--- config.mk ---
export PLATFORM = sky130hd
export DESIGN_NAME = led_sequencer
export DESIGN_NICKNAME = d
export VERILOG_FILES = /design/src/rtl/led_sequencer.sv
export SDC_FILE = /design/constraint.sdc
export NUM_CORES = 1
export LEC_CHECK = 0
export CAP_MARGIN = 20
export CELL_PAD_IN_SITES_DETAIL_PLACEMENT = 0
export CELL_PAD_IN_SITES_GLOBAL_PLACEMENT = 2
export CORE_UTILIZATION = 35
export DETAILED_ROUTE_END_ITERATION = 10
export DONT_BUFFER_PORTS = 1
export PLACE_DENSITY_LB_ADDON = 0.08
export SLEW_MARGIN = 5
export SYNTH_ARGS = -nofsm -noshare
export SYNTH_HDL_FRONTEND = slang
export SYNTH_SLANG_ARGS = --single-unit
--- constraint.sdc ---
create_clock -name clock -period 3.3 [get_ports clock]
set_clock_uncertainty 0.2 [all_clocks]
set_input_delay 0.99 -clock clock [delete_from_list [all_inputs] [get_ports clock]]
set_output_delay 0.99 -clock clock [all_outputs]
set_load 0.02 [all_outputs]
--- src/rtl/led_sequencer.sv ---
// LED bank animator: static, rotate-left, bounce and blink modes paced by a
// programmable prescaler, with a registered one-cycle step strobe.
module led_sequencer #(
  parameter int               Width        = 8,
  parameter int               PrescaleBits = 24,
  parameter logic [Width-1:0] Pattern      = Width'(8'b10010100)
) (
  input  logic                    clock,
  input  logic                    reset,
  input  logic                    enable,
  input  logic [1:0]              mode,
  input  logic                    load,
  input  logic [Width-1:0]        pattern_i,
  input  logic [PrescaleBits-1:0] divider,
  output logic [Width-1:0]        leds,
  output logic                    tick
);

  localparam int              PosW    = (Width > 1) ? $clog2(Width) : 1;
  localparam logic [PosW-1:0] LastPos = PosW'(Width - 1);

  typedef enum logic [1:0] {
    MODE_STATIC = 2'b00,
    MODE_ROTATE = 2'b01,
    MODE_BOUNCE = 2'b10,
    MODE_BLINK  = 2'b11
  } mode_e;

  logic [Width-1:0]        pattern_q;
  mode_e                   mode_q;
  mode_e                   mode_in;
  logic                    mode_changed;
  logic [PrescaleBits-1:0] count_q;
  logic [PosW-1:0]         pos_q;
  logic [PosW-1:0]         pos_next;
  logic                    dir_down_q;
  logic                    dir_down_next;
  logic                    phase_on_q;

  function automatic logic [Width-1:0] rotl(input logic [Width-1:0] v);
    logic [Width-1:0] r;
    for (int i = 0; i < Width; i++) begin
      r[(i + 1) % Width] = v[i];
    end
    return r;
  endfunction

  function automatic logic [Width-1:0] onehot(input logic [PosW-1:0] p);
    logic [Width-1:0] r;
    r    = '0;
    r[p] = 1'b1;
    return r;
  endfunction

  // Bounce starts from a lit bit 0; every other mode starts from the pattern.
  function automatic logic [Width-1:0] reinit_leds(input mode_e m,
                                                   input logic [Width-1:0] pat);
    return (m == MODE_BOUNCE) ? onehot('0) : pat;
  endfunction

  assign mode_in      = mode_e'(mode);
  assign mode_changed = (mode_in != mode_q);

  always_comb begin
    pos_next      = pos_q;
    dir_down_next = dir_down_q;
    if (Width > 1) begin
      if (!dir_down_q) begin
        pos_next = pos_q + PosW'(1);
        if (pos_next == LastPos) dir_down_next = 1'b1;
      end else begin
        pos_next = pos_q - PosW'(1);
        if (pos_next == '0) dir_down_next = 1'b0;
      end
    end
  end

  always_ff @(posedge clock or negedge reset) begin
    if (!reset) begin
      pattern_q  <= Pattern;
      leds       <= Pattern;
      mode_q     <= MODE_STATIC;
      count_q    <= '0;
      pos_q      <= '0;
      dir_down_q <= 1'b0;
      phase_on_q <= 1'b1;
      tick       <= 1'b0;
    end else if (load) begin
      pattern_q  <= pattern_i;
      mode_q     <= mode_in;
      leds       <= reinit_leds(mode_in, pattern_i);
      count_q    <= '0;
      pos_q      <= '0;
      dir_down_q <= 1'b0;
      phase_on_q <= 1'b1;
      tick       <= 1'b0;
    end else if (mode_changed) begin
      mode_q     <= mode_in;
      leds       <= reinit_leds(mode_in, pattern_q);
      count_q    <= '0;
      pos_q      <= '0;
      dir_down_q <= 1'b0;
      phase_on_q <= 1'b1;
      tick       <= 1'b0;
    end else if (enable) begin
      // >= so that shrinking the divider below the count fires immediately
      if (count_q >= divider) begin
        count_q <= '0;
        tick    <= 1'b1;
        case (mode_q)
          MODE_STATIC: leds <= pattern_q;
          MODE_ROTATE: leds <= rotl(leds);
          MODE_BOUNCE: begin
            pos_q      <= pos_next;
            dir_down_q <= dir_down_next;
            leds       <= onehot(pos_next);
          end
          MODE_BLINK: begin
            phase_on_q <= !phase_on_q;
            leds       <= phase_on_q ? '0 : pattern_q;
          end
          default: leds <= pattern_q;
        endcase
      end else begin
        count_q <= count_q + PrescaleBits'(1);
        tick    <= 1'b0;
      end
    end else begin
      tick <= 1'b0;
    end
  end

endmodule

# Word level (Yosys, flattened, before mapping)
# Cells that the tools add are included.
# Widths: inputs -> output; s select.
[totals] reg_bits=48 in_bits=38 out_inout_bits=9 word_cells=71
[classes] addsub=3 n_lt_le_gt_ge=3 n_eq_ne=6 muxes=39 n_reduce_logical=12
[op_table] cell="$mux 24" n=4
[op_table] cell="$mux 8" n=7
[op_table] cell="$pmux 8 s4" n=1
[op_table] cell="$add 24x1->24 const B" n=1
[op_table] cell="$ge 24x24->1" n=1
[op_table] cell="$mux 1" n=18
[op_table] cell="$mux 3" n=6
[op_table] cell="$reduce_bool 3->1" n=4
[op_table] cell="$eq 2x2->1 const B" n=3
[op_table] cell="$reduce_and 3->1" n=2
[op_table] cell="$lt 3x4->1 const B" n=1
[op_table] cell="$mux 2" n=2
[op_table] cell="$add 3x1->3 const B" n=1
[op_table] cell="$demux 1 s3" n=1
[op_table] cell="$eq 3x3->1 const B" n=1
[op_table] cell="$ge 3x1->1 const B" n=1
[op_table] cell="$logic_not 3->1" n=1
[op_table] cell="$sub 3x1->3 const B" n=1
[op_table] cell="$eq 2x1->1 const B" n=1
[op_table] cell="$logic_not 2->1" n=1
[op_table] cell="$ne 2x2->1" n=1
[op_table] cell="$reduce_and 2->1" n=1
[op_table] cell="$reduce_bool 2->1" n=1
[op_table] cell="$logic_and 1x1->1" n=1
[op_table] cell="$logic_not 1->1" n=1

# Depth between registers and ports, before layout
# Gate-level depths: netlist of the first run.
[logic_depth] depth_word=11 mapped_depth=11

# Least setup slack after synthesis of the first run
# No wires, ideal clock.
[synth_timing] path_type="input port to flip-flop" from="input port divider[9]" to="register leds[0]" setup_time_ns=0.125 arrival_time_ns=2.796 required_time_ns=2.975 path_slack_ns=0.179 cell_stages=10 path_cell_list="inv_1 ha_1 a21o_1 a221o_1 a22oi_1 nand3_2 o21ai_2 nand2_1 buf_6 mux2_4"
[synth_between] elab_chain_len=3
[synth_rtl] element="from (decl)" line_no="14" rtl="input logic [PrescaleBits-1:0] divider,"
[synth_rtl] element="$ge 24x24->1" line_no="107" rtl="if (count_q >= divider) begin"
[synth_rtl] element="$reduce_bool 3->1 (no line)"
[synth_rtl] element="$reduce_and 2->1 (no line)"
[synth_rtl] element="to (signal assigned)" line_no="111" rtl="MODE_STATIC: leds <= pattern_q;"
[synth_rtl] element="to (signal assigned)" line_no="112" rtl="MODE_ROTATE: leds <= rotl(leds);"
[synth_rtl] element="to (signal assigned)" line_no="116" rtl="leds <= onehot(pos_next);"
[synth_rtl] element="to (decl)" line_no="15" rtl="output logic [Width-1:0] leds,"
# No other way between the ends.
# A chain may end at the register's enable or synchronous reset.

# Worst setup path after layout of the first run
[layout_timing] from="input port divider[21]" to="register leds[3]"
# The elaborated chain is that of the path after synthesis.

==> flow_summary.toml, run 1 <==
[finish]
fin_util = 0.388
syn_to_final_growth_pct = 7.42
fin_nets = 443
drive_above_1_share = 0.117
diodes = 0

[placement]
gp_congestion = 0.790
detailedPlace.worstSlack_ns = -0.00328
place_hpwl_um = 5830
numPortBuffers = 0

[critical_path]
crit_fanout = 8
worstPathCellList = "inv_1, ha_1, nand4_2, nor4_2, nand4_1, a21oi_4, o21ai_2, nand2_1, buf_12, mux2_4"
worstPathArrival_ns = 2.94
cpMaxStageDelayCell = "nor4_2"
cpLargestDelayFamily = "simple AND/OR/NAND/NOR gates"
rrSetupSlack_ns = 0.63
worst_r2r_path_depth = 9
slowest_delay_ns = 0.37
required_ns = 3.31
worst-path-buf-inv = 2
cp-end-kind = "register"
path_class = "primary input to register"
r2r-end = "leds[3]"
start_kind = "primary input"
rr_startpoint = "count_q[21]"

[clock_tree]
cts.repair.resized = 0
hold_buffers = 0
clk_latency_ns = 0.31
cts-root-buf = "clkbuf_8"
cts_buffer_depth = 2
cts_made_buffers = 5
clk_pin_slew_ns = 0.10
cts_setup_buffers = 0
htree_levels = 2
cts_sinks = 48
cts_tree = "done"

[floorplan]
die_area_um2 = 9990
start_util = 0.362
ios = 47
num_rows = 35
die_w_um = 99.9
core_area_um2 = 9280
die_y_um = 99.9

[run]
drv_cap = 0

[routing]
route.detailed.drc = 0
num_vias = 2540
drtAntennaViolNets = 0
via_per_inst = 5.02
post_drt_wl_per_cell_um = 15.4
drtIter0Drc = 71
drtPass1Iterations = 4
drt-total-wl_um = 7790

[synth]
yosysSeqAreaShare = 0.360
synth.ff_latch_count = 48
syn_inst = 376
ys_warn_count = 0
synthArstFlopShare = 1.00
yosysUniqueCellTypes = 48
synth_edf_count = 0
syn_area_um2 = 3360
synthFlopType = "dfrtp_1"
synthesis.nets = 443
syn_avg_cell_area_um2 = 8.93

[timing]
fin_ws_ns = 0.365
finalHoldViolations = 0
finalCritPeriodShare = 0.889
rsz0062_at_grt = "false"
period_minus_slack_ns = 2.93
relSlewSlack = 0.552
finalSetupViolations = 0
timing.fmax_ghz = 0.341
tightest_slew_ns = 0.670
drv_slew = 0

[global_route]
grt_usage = 0.169
grt_antenna_before_repair = 0
grt_pass1_wl_um = 13000
grt_max_degree = 49
overflow = 0
grt_pass1_vias = 2518

[pwr]
pwr_density_cell_nw_per_um2 = 332
leakage_nw = 1.61
vdd_drop_max_mv = 0.171

[min_path]
hold_class = "primary input to asynchronous set/reset pin"

[status]
outcome = "finished, final reports clean"
[cells in the mapped netlist, types with 7 or more instances]
| cell type | n | area share |
|---|---|---|
| nor2_1 | 36 | 0.040 |
| dfstp_2 | 7 | 0.055 |
| dfrtp_1 | 41 | 0.31 |
| o21ai_0 | 20 | 0.030 |
| nand3_1 | 17 | 0.025 |
| inv_1 | 39 | 0.044 |
| nor3_1 | 8 | 0.012 |
| ha_1 | 29 | 0.11 |
| xnor2_1 | 9 | 0.023 |
| clkbuf_1 | 9 | 0.010 |
| nand2_1 | 32 | 0.036 |
| a21oi_1 | 25 | 0.037 |
| xor2_1 | 18 | 0.047 |
[report_power, final]
part	internal (mW)	total, mW	switching (mW)
Clock	0.170	0.385	0.215
Combinational	0.0682	0.141	0.0731
Sequential	0.622	0.670	0.0478
[cells in the final DEF, fill, tap and decap left out, types with 5 or more instances in the layout]
master | synthesis | routed
dfrtp_1 | 41 | 41
inv_1 | 39 | 39
nor2_1 | 36 | 36
nand2_1 | 32 | 32
ha_1 | 29 | 29
a21oi_1 | 25 | 25
o21ai_0 | 20 | 20
xor2_1 | 18 | 18
nand3_1 | 17 | 17
xnor2_1 | 9 | 9
nor3_1 | 8 | 8
dfstp_2 | 7 | 7
buf_4 | 0 | 7
nand4_1 | 6 | 6
a221oi_1 | 6 | 6
mux2_2 | 6 | 6
clkbuf_8 | 0 | 6
nor2b_1 | 5 | 5
mux2_4 | 5 | 5
o22ai_1 | 5 | 5
[how the worst max path moves through the flow]
stage / startpoint / end / slack, ns / depth (start not counted)
after floorplan: divider[9] / leds[0] / 0.18 / 10
after global placement: divider[21] / leds[3] / 0.05 / 10
after detailed placement: divider[21] / leds[5] / -0.003 / 10
after CTS: divider[21] / leds[3] / 0.34 / 10
after global routing: divider[21] / leds[3] / 0.19 / 10
final: divider[21] / leds[3] / 0.37 / 10
[cell type report]
type | instances | area (µm²)
Sequential cell | 48 | 1210
Multi-Input combinational cell | 274 | 1920
Clock inverter | 2 | 15.0
Timing Repair Buffer | 8 | 72.6
Fill cell | 993 | 5680
Tap cell | 129 | 161
Inverter | 39 | 146
Clock buffer | 6 | 82.6
[metal layers]
metal,global-route usage,routed length (µm)
met1,0.246,4110
met2,0.256,3360
met3,0.0327,232
met4,0.0441,82
met5,0,0
[state kept, by name (all words and copies together) (netlist names)]
| register | count |
|---|---|
| phase_on_q | 1 |
| count_q | 24 |
| mode_q | 2 |
| tick | 1 |
| leds | 8 |
| pattern_q | 8 |
| pos_q | 3 |
| dir_down_q | 1 |
[worst register-to-register path: cells and delay by family, from the launching register on]
kind            cells  cell delay, ns
fa+ha+maj           1            0.32
simple gates        4            0.85
mux                 1            0.30
flops               1            0.42
buf+inv             1            0.15
compound gates      2            0.32
[stage by stage]
| stage | TNS [ns] | hold WS (ns) | power [mW] | cell area (µm²) | std cells |
|---|---|---|---|---|---|
| final | 0 | 0.163 | 1.20 | 3610 | 506 |
| after global routing | 0 | 0.134 | 1.26 | 3610 | 506 |
| after CTS | 0 | 0.146 | 1.22 | 3610 | 506 |
| after detailed placement | -0.00829 | 0.324 | 0.823 | 3510 | 498 |
| after global placement | 0 | 0.312 | 0.822 | 3510 | 498 |
| after floorplan | 0 | 0.284 | 0.795 | 3360 | 376 |
[logic make-up after synthesis]
| family | share of synthesized area |
|---|---|
| AO/OA/AOI/OAI | 0.156 |
| XOR/XNOR | 0.0704 |
| buffers and inverters | 0.0682 |
| adder cells (fa/ha/maj) | 0.108 |
| flip-flops | 0.360 |
| multiplexers | 0.0544 |
| AND/OR/NAND/NOR | 0.183 |
(Power assumes the default switching activity.)
==> run 2: changes to the inputs <==
--- a/config.mk
+++ b/config.mk
@@ -5,9 +5,11 @@
 export SDC_FILE = /design/constraint.sdc
 export NUM_CORES = 1
 export LEC_CHECK = 0
+export ABC_AREA = 1
 export CAP_MARGIN = 20
 export CELL_PAD_IN_SITES_DETAIL_PLACEMENT = 0
 export CELL_PAD_IN_SITES_GLOBAL_PLACEMENT = 2
+export CORE_ASPECT_RATIO = 1.2
 export CORE_UTILIZATION = 35
 export DETAILED_ROUTE_END_ITERATION = 10
 export DONT_BUFFER_PORTS = 1
==> run 2 against run 1 <==
Compared with the run above: cell count up 19%; clock power up 49%; non-clock buffer count decreased by 4; power increased by 17%; largest power group unchanged; highest routed layer unchanged.
==> flow_summary.toml, run 2 <==
[synth]
synthesis.nets = 548
syn_area_um2 = 3540
synth_top_area_share = 0.290
syn_avg_cell_area_um2 = 7.35
synth.ff_latch_count = 48
synthFlopType = "dfrtp_1"
synth_area_leaders = "dfrtp_1, nand2_1, ha_1"
synth_common_cells = "nand2_1, inv_1, dfrtp_1"
yosysSeqAreaShare = 0.342
syn_inst = 481
synth.most_common_cell = "nand2_1"
yosysUniqueCellTypes = 34
ys_warn_count = 0
synth_edf_count = 0
yosys.area.top_type = "dfrtp_1"
synthArstFlopShare = 1.00

[run]
drv_cap = 0

[clock_tree]
cts.repair.resized = 0
clk_latency_ns = 0.29
cts_buffer_depth = 2
cts_tree = "done"
hold_buffers = 0
cts_made_buffers = 5
clk_pin_slew_ns = 0.07
cts_setup_buffers = 0
cts-root-buf = "clkbuf_16"
htree_levels = 2
cts_sinks = 48

[pwr]
pwr_density_cell_nw_per_um2 = 366
vdd_drop_max_mv = 0.271
leakage_nw = 1.93
p_total_mw = 1.40

[routing]
drtIter0Drc = 148
drtAntennaViolNets = 0
route.detailed.drc = 0
drtPass1Iterations = 4
drt-total-wl_um = 8440
via_per_inst = 4.80
num_vias = 2893
post_drt_wl_per_cell_um = 14.0

[finish]
final_cell_mix = "nand2_1, inv_1, dfrtp_1"
diodes = 0
syn_to_final_growth_pct = 7.89
layout_commonest_cell = "nand2_1"
fin_util = 0.395
largest_register_ffs = 24
regMostFlops = "count_q"
stdcell_area_um2 = 3820
fin_nets = 546
largestRegisters = "count_q x24, leds x8, pattern_q x8"
drive_above_1_share = 0.0854
fin_cells = 603

[min_path]
hold_class = "primary input to asynchronous set/reset pin"

[global_route]
grt_usage = 0.173
grt_pass1_vias = 2874
grt_max_degree = 49
grt_antenna_before_repair = 0
overflow = 0
grt_pass1_wl_um = 14000

[placement]
gp_congestion = 0.772
dp_cells = 595
numPortBuffers = 0
place_hpwl_um = 6480
post_dp_cell_area_um2 = 3650

[timing]
finalHoldViolations = 0
finalSetupViolations = 0
drv_slew = 0
tightest_slew_ns = 0.570
relSlewSlack = 0.618
setup_tns_ns = 0
period_minus_slack_ns = 2.79
finalCritPeriodShare = 0.846
timing.fmax_ghz = 0.358
rsz0062_at_grt = "false"

[critical_path]
rrSetupSlack_ns = 0.82
r2r-end = "count_q[18]"
required_ns = 3.27
crit_fanout = 21
rr_startpoint = "count_q[23]"
path_class = "primary input to register"
worstPathArrival_ns = 2.76
start_kind = "primary input"
cp-end-kind = "register"
worst_r2r_path_depth = 11

[status]
outcome = "finished, final reports clean"

[floorplan]
start_util = 0.366
ios = 47
die_w_um = 93.8
core_area_um2 = 9660
die_area_um2 = 10500
num_rows = 39
die_y_um = 112
==> run 2: cell types whose count changed in the layout (fill, tap and decap cells not counted), moves of 6 or more <==
cell and change:
nand4_1 +11, mux2_2 -6, a221oi_1 -6, nor2_4 +11
clkbuf_8 -6, inv_1 +25, nand3_1 +21, nand2_1 +108
o21ai_0 -6
==> run 2: worst max-delay path, cell delays in order <==
cell and delay [ns]:
inv_1 0.02, ha_1 0.28, nand2_1 0.07, nor2_1 0.20
nand4_1 0.23, nor2_1 0.14, nand2_1 0.09, nand3_2 0.12
nand2_4 0.10, nand2_2 0.18, buf_12 0.24, nor2_1 0.07
==> run 2: area by class of cell <==
cell class              count  area [µm²]
fillers                  1051        5850
multi-input cells         355        2000
flip-flops and latches     48        1210
inverters                  65         244
well taps                 123         154
clock buffers               6         129
repair buffers              4        42.5
clock inverters             2        35.0
==> run 2: routing by layer <==
layer  global-route usage  up-vias  wire length, µm
met5                    0        -                0
met4               0.0636        0              183
met3               0.0278       12              248
met2                0.318       43             4450
met1                0.197     1305             3560
li1                     -     1533                -
==> run 2: how the worst max path moves through the flow <==
| stage | from | endpoint | slack [ns] | depth (start not counted) |
|---|---|---|---|---|
| after CTS | divider[23] | count_q[4] | 0.48 | 12 |
| after global placement | divider[23] | count_q[18] | 0.19 | 12 |
| after detailed placement | divider[23] | count_q[23] | 0.20 | 12 |
| after floorplan | divider[15] | count_q[10] | 0.65 | 13 |
| after global routing | divider[23] | count_q[4] | 0.29 | 12 |
| final | divider[23] | count_q[18] | 0.51 | 12 |
==> run 2: report_power, final <==
group,internal (mW),switching [mW]
clock network,0.357,0.218
registers,0.621,0.0443
logic,0.0553,0.102
==> run 2: cell families after synthesis <==
| group | share of synthesized area |
|---|---|
| and+or+nand+nor | 0.354 |
| buffers and inverters | 0.0920 |
| DFF | 0.342 |
| AOI/OAI and AO/OA | 0.0619 |
| adders and majority gates | 0.103 |
| xor gates and xnor gates | 0.0470 |
==> run 2: through the flow <==
stage	hold WS [ns]	setup slack, ns
finish	0.195	0.509
global route	0.181	0.287
CTS	0.183	0.485
detailed placement	0.271	0.200
global placement	0.266	0.195
floorplan	0.256	0.653
